`config.mk`:
```
export PLATFORM = sky130hd
export DESIGN_NAME = multicycle_control_flat
export DESIGN_NICKNAME = d
export VERILOG_FILES = /design/src/rtl/multicycle_control_if.sv /design/src/rtl/multicycle_control.sv /design/src/flat_wrapper.sv
export SDC_FILE = /design/constraint.sdc
export NUM_CORES = 1
export LEC_CHECK = 0
export CAP_MARGIN = 20
export CORE_MARGIN = 2
export CORE_UTILIZATION = 49
export CTS_BUF_LIST = sky130_fd_sc_hd__clkbuf_8
export CTS_CLUSTER_DIAMETER = 50
export CTS_CLUSTER_SIZE = 12
export DETAILED_ROUTE_END_ITERATION = 10
export PLACE_DENSITY = 0.95
export SLEW_MARGIN = 20
export SYNTH_ARGS = -nofsm -noshare
export SYNTH_HDL_FRONTEND = slang
export SYNTH_SLANG_ARGS = --single-unit
export TNS_END_PERCENT = 50
```
`constraint.sdc`:
```
create_clock -name clk -period 4.4 [get_ports clk]
set_input_delay 0.44 -clock clk [delete_from_list [all_inputs] [get_ports clk]]
set_output_delay 0.44 -clock clk [all_outputs]
set_load 0.01 [all_outputs]
```
`src/rtl/multicycle_control_if.sv`:
```
// Control/datapath bundle for the multi-cycle mini-cpu controller.
// master = control FSM, slave = datapath side.
interface multicycle_control_if #(
  parameter int CNT_W = 32
);
  logic [31:0]      instr;
  logic             alu_zero;
  logic             mem_ack;
  logic [2:0]       alu_ctrl;
  logic             alu_src_a;
  logic [1:0]       alu_src_b;
  logic             i_or_d;
  logic             mem_read;
  logic             mem_write;
  logic             ir_write;
  logic             pc_write;
  logic             pc_src;
  logic             reg_write;
  logic             mem_to_reg;
  logic             illegal;
  logic [CNT_W-1:0] instret;

  modport master (
    input  instr, alu_zero, mem_ack,
    output alu_ctrl, alu_src_a, alu_src_b, i_or_d,
    output mem_read, mem_write, ir_write, pc_write,
    output pc_src, reg_write, mem_to_reg, illegal,
    output instret
  );

  modport slave (
    output instr, alu_zero, mem_ack,
    input  alu_ctrl, alu_src_a, alu_src_b, i_or_d,
    input  mem_read, mem_write, ir_write, pc_write,
    input  pc_src, reg_write, mem_to_reg, illegal,
    input  instret
  );
endinterface

```
`src/rtl/multicycle_control.sv`:
```
// Multi-cycle main control FSM for an RV32I subset
// (R/I ALU ops, lw, sw, beq) with req/ack memory.
module multicycle_control #(
  parameter int CNT_W = 32
) (
  input logic               clk,
  input logic               rst,
  multicycle_control_if.master bus
);
  typedef enum logic [3:0] {
    FETCH, DECODE, EXEC_R, EXEC_I, ADDR,
    MEM_RD, MEM_WR, WB_ALU, WB_MEM, BRANCH
  } state_t;

  state_t           state, next;
  logic [CNT_W-1:0] cnt;
  logic             retire;

  logic [6:0] op;
  logic [2:0] f3;
  logic       f7b5;
  logic       r_ok, i_ok, ld_ok, st_ok, br_ok;
  logic [2:0] r_ctrl, i_ctrl;

  assign op   = bus.instr[6:0];
  assign f3   = bus.instr[14:12];
  assign f7b5 = bus.instr[30];

  always_comb begin
    r_ok  = (op == 7'b0110011) &&
            (f3 inside {3'b000, 3'b111, 3'b110, 3'b010});
    i_ok  = (op == 7'b0010011) &&
            (f3 inside {3'b000, 3'b111, 3'b110, 3'b010});
    ld_ok = (op == 7'b0000011) && (f3 == 3'b010);
    st_ok = (op == 7'b0100011) && (f3 == 3'b010);
    br_ok = (op == 7'b1100011) && (f3 == 3'b000);
  end

  // funct7[5] only selects SUB for R-type; I-type imm bits must not leak in
  always_comb begin
    i_ctrl = 3'b010;
    case (f3)
      3'b111:  i_ctrl = 3'b000;
      3'b110:  i_ctrl = 3'b001;
      3'b010:  i_ctrl = 3'b111;
      default: i_ctrl = 3'b010;
    endcase
    r_ctrl = i_ctrl;
    if (f3 == 3'b000 && f7b5)
      r_ctrl = 3'b110;
  end

  always_ff @(posedge clk) begin
    if (rst) begin
      state <= FETCH;
      cnt   <= '0;
    end else begin
      state <= next;
      if (retire)
        cnt <= cnt + 1'b1;
    end
  end

  assign bus.instret = cnt;

  always_comb begin
    next           = state;
    retire         = 1'b0;
    bus.alu_ctrl   = 3'b000;
    bus.alu_src_a  = 1'b0;
    bus.alu_src_b  = 2'b00;
    bus.i_or_d     = 1'b0;
    bus.mem_read   = 1'b0;
    bus.mem_write  = 1'b0;
    bus.ir_write   = 1'b0;
    bus.pc_write   = 1'b0;
    bus.pc_src     = 1'b0;
    bus.reg_write  = 1'b0;
    bus.mem_to_reg = 1'b0;
    bus.illegal    = 1'b0;
    if (!rst) begin
      unique case (state)
        FETCH: begin
          bus.mem_read  = 1'b1;
          bus.alu_src_b = 2'b01;
          bus.alu_ctrl  = 3'b010;
          if (bus.mem_ack) begin
            bus.ir_write = 1'b1;
            bus.pc_write = 1'b1;
            next         = DECODE;
          end
        end
        DECODE: begin
          unique case (1'b1)
            r_ok:          next = EXEC_R;
            i_ok:          next = EXEC_I;
            ld_ok, st_ok:  next = ADDR;
            br_ok:         next = BRANCH;
            default: begin
              bus.illegal = 1'b1;
              next        = FETCH;
            end
          endcase
        end
        EXEC_R: begin
          bus.alu_src_a = 1'b1;
          bus.alu_ctrl  = r_ctrl;
          next          = WB_ALU;
        end
        EXEC_I: begin
          bus.alu_src_a = 1'b1;
          bus.alu_src_b = 2'b10;
          bus.alu_ctrl  = i_ctrl;
          next          = WB_ALU;
        end
        ADDR: begin
          bus.alu_src_a = 1'b1;
          bus.alu_src_b = 2'b10;
          bus.alu_ctrl  = 3'b010;
          next          = bus.instr[5] ? MEM_WR : MEM_RD;
        end
        MEM_RD: begin
          bus.mem_read = 1'b1;
          bus.i_or_d   = 1'b1;
          if (bus.mem_ack)
            next = WB_MEM;
        end
        MEM_WR: begin
          bus.mem_write = 1'b1;
          bus.i_or_d    = 1'b1;
          if (bus.mem_ack) begin
            retire = 1'b1;
            next   = FETCH;
          end
        end
        WB_ALU: begin
          bus.reg_write = 1'b1;
          retire        = 1'b1;
          next          = FETCH;
        end
        WB_MEM: begin
          bus.reg_write  = 1'b1;
          bus.mem_to_reg = 1'b1;
          retire         = 1'b1;
          next           = FETCH;
        end
        BRANCH: begin
          bus.alu_src_a = 1'b1;
          bus.alu_ctrl  = 3'b110;
          bus.pc_write  = bus.alu_zero;
          bus.pc_src    = 1'b1;
          retire        = 1'b1;
          next          = FETCH;
        end
        default: next = FETCH;
      endcase
    end
  end
endmodule

```
`src/flat_wrapper.sv`:
```
// flat-port wrapper written by rule: the top's interface ports become plain ports
module multicycle_control_flat 
#(
  parameter int CNT_W = 32
)
  (clk, rst, bus_instr, bus_alu_zero, bus_mem_ack, bus_alu_ctrl, bus_alu_src_a, bus_alu_src_b, bus_i_or_d, bus_mem_read, bus_mem_write, bus_ir_write, bus_pc_write, bus_pc_src, bus_reg_write, bus_mem_to_reg, bus_illegal, bus_instret);
  multicycle_control_if #(.CNT_W(CNT_W)) bus_i ();
  input logic clk;
  input logic rst;
  input wire logic [$bits(bus_i.instr)-1:0] bus_instr;
  input wire logic [$bits(bus_i.alu_zero)-1:0] bus_alu_zero;
  input wire logic [$bits(bus_i.mem_ack)-1:0] bus_mem_ack;
  output wire logic [$bits(bus_i.alu_ctrl)-1:0] bus_alu_ctrl;
  output wire logic [$bits(bus_i.alu_src_a)-1:0] bus_alu_src_a;
  output wire logic [$bits(bus_i.alu_src_b)-1:0] bus_alu_src_b;
  output wire logic [$bits(bus_i.i_or_d)-1:0] bus_i_or_d;
  output wire logic [$bits(bus_i.mem_read)-1:0] bus_mem_read;
  output wire logic [$bits(bus_i.mem_write)-1:0] bus_mem_write;
  output wire logic [$bits(bus_i.ir_write)-1:0] bus_ir_write;
  output wire logic [$bits(bus_i.pc_write)-1:0] bus_pc_write;
  output wire logic [$bits(bus_i.pc_src)-1:0] bus_pc_src;
  output wire logic [$bits(bus_i.reg_write)-1:0] bus_reg_write;
  output wire logic [$bits(bus_i.mem_to_reg)-1:0] bus_mem_to_reg;
  output wire logic [$bits(bus_i.illegal)-1:0] bus_illegal;
  output wire logic [$bits(bus_i.instret)-1:0] bus_instret;
  assign bus_i.instr = bus_instr;
  assign bus_i.alu_zero = bus_alu_zero;
  assign bus_i.mem_ack = bus_mem_ack;
  assign bus_alu_ctrl = bus_i.alu_ctrl;
  assign bus_alu_src_a = bus_i.alu_src_a;
  assign bus_alu_src_b = bus_i.alu_src_b;
  assign bus_i_or_d = bus_i.i_or_d;
  assign bus_mem_read = bus_i.mem_read;
  assign bus_mem_write = bus_i.mem_write;
  assign bus_ir_write = bus_i.ir_write;
  assign bus_pc_write = bus_i.pc_write;
  assign bus_pc_src = bus_i.pc_src;
  assign bus_reg_write = bus_i.reg_write;
  assign bus_mem_to_reg = bus_i.mem_to_reg;
  assign bus_illegal = bus_i.illegal;
  assign bus_instret = bus_i.instret;
  multicycle_control #(.CNT_W(CNT_W)) u_core (.clk(clk), .rst(rst), .bus(bus_i));
endmodule
```
==> flow_summary.yaml <==
run_status:
  status: "finished, final reports clean"
pwr:
  power.share.clock_pct: 28.2
  p_sw_share_pct: 31.48
  p_seq_share_pct: 46.7
  p_sw_uw: 263.5
  internal-power_uw: 573.4
  total_leakage_power_nw: 0.9505
  pwr-share-comb_pct: 25.1
  powerDensity_mw_per_mm2: 297.0
  max-vdd-ir-drop_v: 0.0002152
  total_power_uw: 836.9
floorplan:
  initial_core_util_pct: 51.87
  row_count: 23
  dieArea_mm2: 0.004835
  dieHeight_um: 69.54
  io_pins: 83
  design.core.area_mm2: 0.004058
  chipWidth_um: 69.54
critical_path:
  crit_arrival_ns: 2.47
  required_ns: 3.96
  end_kind: "output pin"
  critPathMaxStageDelay_ns: 0.61
  critPathLaunchType: "input port"
  crit_buf_inv: 2
  path_cells: "clkdlybuf4s50_1 -> and4bb_2 -> nand2_1 -> o21ai_0 -> a2111oi_0 -> clkdlybuf4s50_1"
  path_max_fanout: 6
  reg2reg_from: "u_core.state[1]"
  critPathSlowestCell: "clkdlybuf4s50_1"
  crit_type: "input port to output pin"
  path_delay_family: "buffers and inverters"
  crit_path_frequent_cell: "clkdlybuf4s50_1"
  startpoint: "bus_instr[13]"
cts:
  clkTransAtPathRegs_ns: 0.07
  hold_buffers: 0
  cts.sink_count: 36
  h-tree-depth: 2
  clockBufferDepth: 2
  cts_made_buffers: 5
  ctsResizeCount: 0
  cts_tree: "yes"
  cts_root_buf: "clkbuf_8"
  insertion_delay_ns: 0.29
  post-cts-setup-buffer-count: 0
min_path:
  hp-start: "u_core.bus.instret[31]"
  hp-class: "register to register"
timing:
  hold_viol_final: 0
  slew_viol_final: 0
  fin_crit_sh_pct: 66.18
  grt_setup_unrepaired: "false"
  setup_violations: 0
  max_slew_margin_pct: 41.54
  fin_ws_ns: 1.488
  period_minus_slack_ns: 2.912
  max_freq_mhz: 343.4
  fin_skew_ns: 0.009057
  tns_ns: 0
  worstMarginPinSlew_ns: 0.8758
global_route:
  grt_pass1_wl_um: 9149
  grt_pass1_vias: 1982
  grt_remaining_overflow: 0
  track_usage_pct: 22.84
  grt_max_degree: 45
  antenna_found_initial: 0
final_layout:
  fillCellCount: 318
  antenna_cells: 0
  nets: 358
  syn_to_final_growth_pct: 33.89
  drive_gt1_share_pct: 5.590
logic_synthesis:
  ys_async_sr_fraction_pct: 0
  synth_top_cell_area_share_pct: 34.24
  ys.flop_type: "dfxtp_1"
  seq_area_frac_synth_pct: 34.24
  syn-num-nets: 304
  synth_cells: 267
  netlist_top_cells_count: "36 x dfxtp_1, 28 x nor2_1, 23 x a21oi_1"
  synth_area_mm2: 0.002105
  yosys_register_bits: 36
  synth_edf_count: 0
  synth_top_area_cell: "dfxtp_1"
  yosysUniqueCellTypes: 45
  synth.most_common_cell: "dfxtp_1"
  yosys_warnings: 0
  ys_top_cells_by_area: "dfxtp_1 34%, a21oi_1 5.5%, nor2_1 5.0%"
  syn_area_per_cell_um2: 7.882
route:
  wl_um: 5511
  vias: 2227
  ant_nets: 0
  viasPerCell: 5.987
  drt_first_pass_iters: 5
  drt_iter0_drc: 197
  wl_per_cell_um: 14.81
  drc: 0
placement:
  hpwl_um: 3852
  dp_slack_ns: 1.499
  io_buffer_count: 61
  finalWeightedCongestion: 0.9002
run:
  drv_cap: 0
kinds of logic after synthesis:
group           after synthesis  synth area share (%)
flops                        36                 34.24
buf+inv                      21                 3.805
fa+ha+maj                     1                0.5944
xor+xnor                     19                 7.907
mux                           1                0.5350
compound gates               57                 17.06
simple gates                132                 35.85
worst register-to-register path, delay by kind of cell, from the launching register on:
family / cells / cell delay, ns
AND/OR/NAND/NOR: 3 / 1.19
flip-flops: 1 / 0.89
AO/OA/AOI/OAI: 2 / 0.56
area by class of cell:
| cell class | instances | area (um2) | share of cell area [%] |
|---|---|---|---|
| flip-flops and latches | 36 | 720.7 | 25.58 |
| inverters | 6 | 22.52 | 0.7993 |
| multi-input cells | 210 | 1304 | 46.27 |
| repair buffers | 62 | 618.1 | 21.94 |
| clock buffers | 6 | 82.58 | 2.931 |
| clock inverters | 2 | 7.507 | 0.2664 |
| well taps | 50 | 62.56 | 2.220 |
power by group through the flow:
stage	Sequential (mW)	Clock, mW	Combinational, mW
floorplan	0.356	0	0.163
global placement	0.393	0	0.205
detailed placement	0.395	0	0.210
CTS	0.389	0.242	0.210
global route	0.395	0.258	0.230
finish	0.391	0.236	0.210
final timing paths:
kind | to | slack, ns | cells after the start
setup / recovery | bus_illegal | 1.49 | 6
hold / removal | u_core.bus.instret[31] | 0.49 | 2
setup reg to reg | u_core.bus.instret[31] | 1.69 | 5
hold reg to reg | u_core.bus.instret[31] | 0.49 | 2
per-layer routing:
metal | routed length, um | vias up | GRT usage, %
li1 | - | 1091 | -
met1 | 2281 | 1035 | 27.40
met2 | 2745 | 92 | 39.74
met3 | 417 | 9 | 6.250
met4 | 67 | 0 | 6.754
met5 | 0 | - | 0
registers in the layout, summed over array words and instances, names as in the netlist:
register	cells
u_core.bus.instret	32
u_core.state	4
cells in the final DEF, fill, tap and decap left out, drive strengths merged, types with 2 or more instances in the layout:
master         synthesis  routed
clkdlybuf4s50          0      61
dfxtp                 36      36
nor2                  28      28
a21oi                 23      23
nand2                 18      18
nand4                 14      14
o21ai                 12      12
nor3                  11      11
or3                   10      10
xnor2                 10      10
nand3                 10      10
xor2                   9       9
nor4                   8       8
inv                    6       8
nand2b                 7       7
clkbuf                12       6
nor2b                  5       5
nand4b                 5       5
o31ai                  5       5
or4                    5       5
a2111oi                3       3
a21o                   3       3
or2                    2       2
and2                   2       2
a211oi                 2       2
and3                   2       2
o21bai                 2       2
nand3b                 2       2
per-stage QoR:
stage | hold WS, ns | std cells | util [%] | instance area, um2
2_1_floorplan | 0.4959 | 267 | - | 2105
3_3_place_gp | 0.4605 | 364 | 67.22 | 2728
3_5_place_dp | 0.4760 | 364 | 67.22 | 2728
4_1_cts | 0.4860 | 372 | 69.44 | 2818
5_1_grt | 0.5076 | 372 | 69.44 | 2818
6_report | 0.4901 | 372 | 69.44 | 2818
No activity file was read; power rests on OpenSTA's default activity.
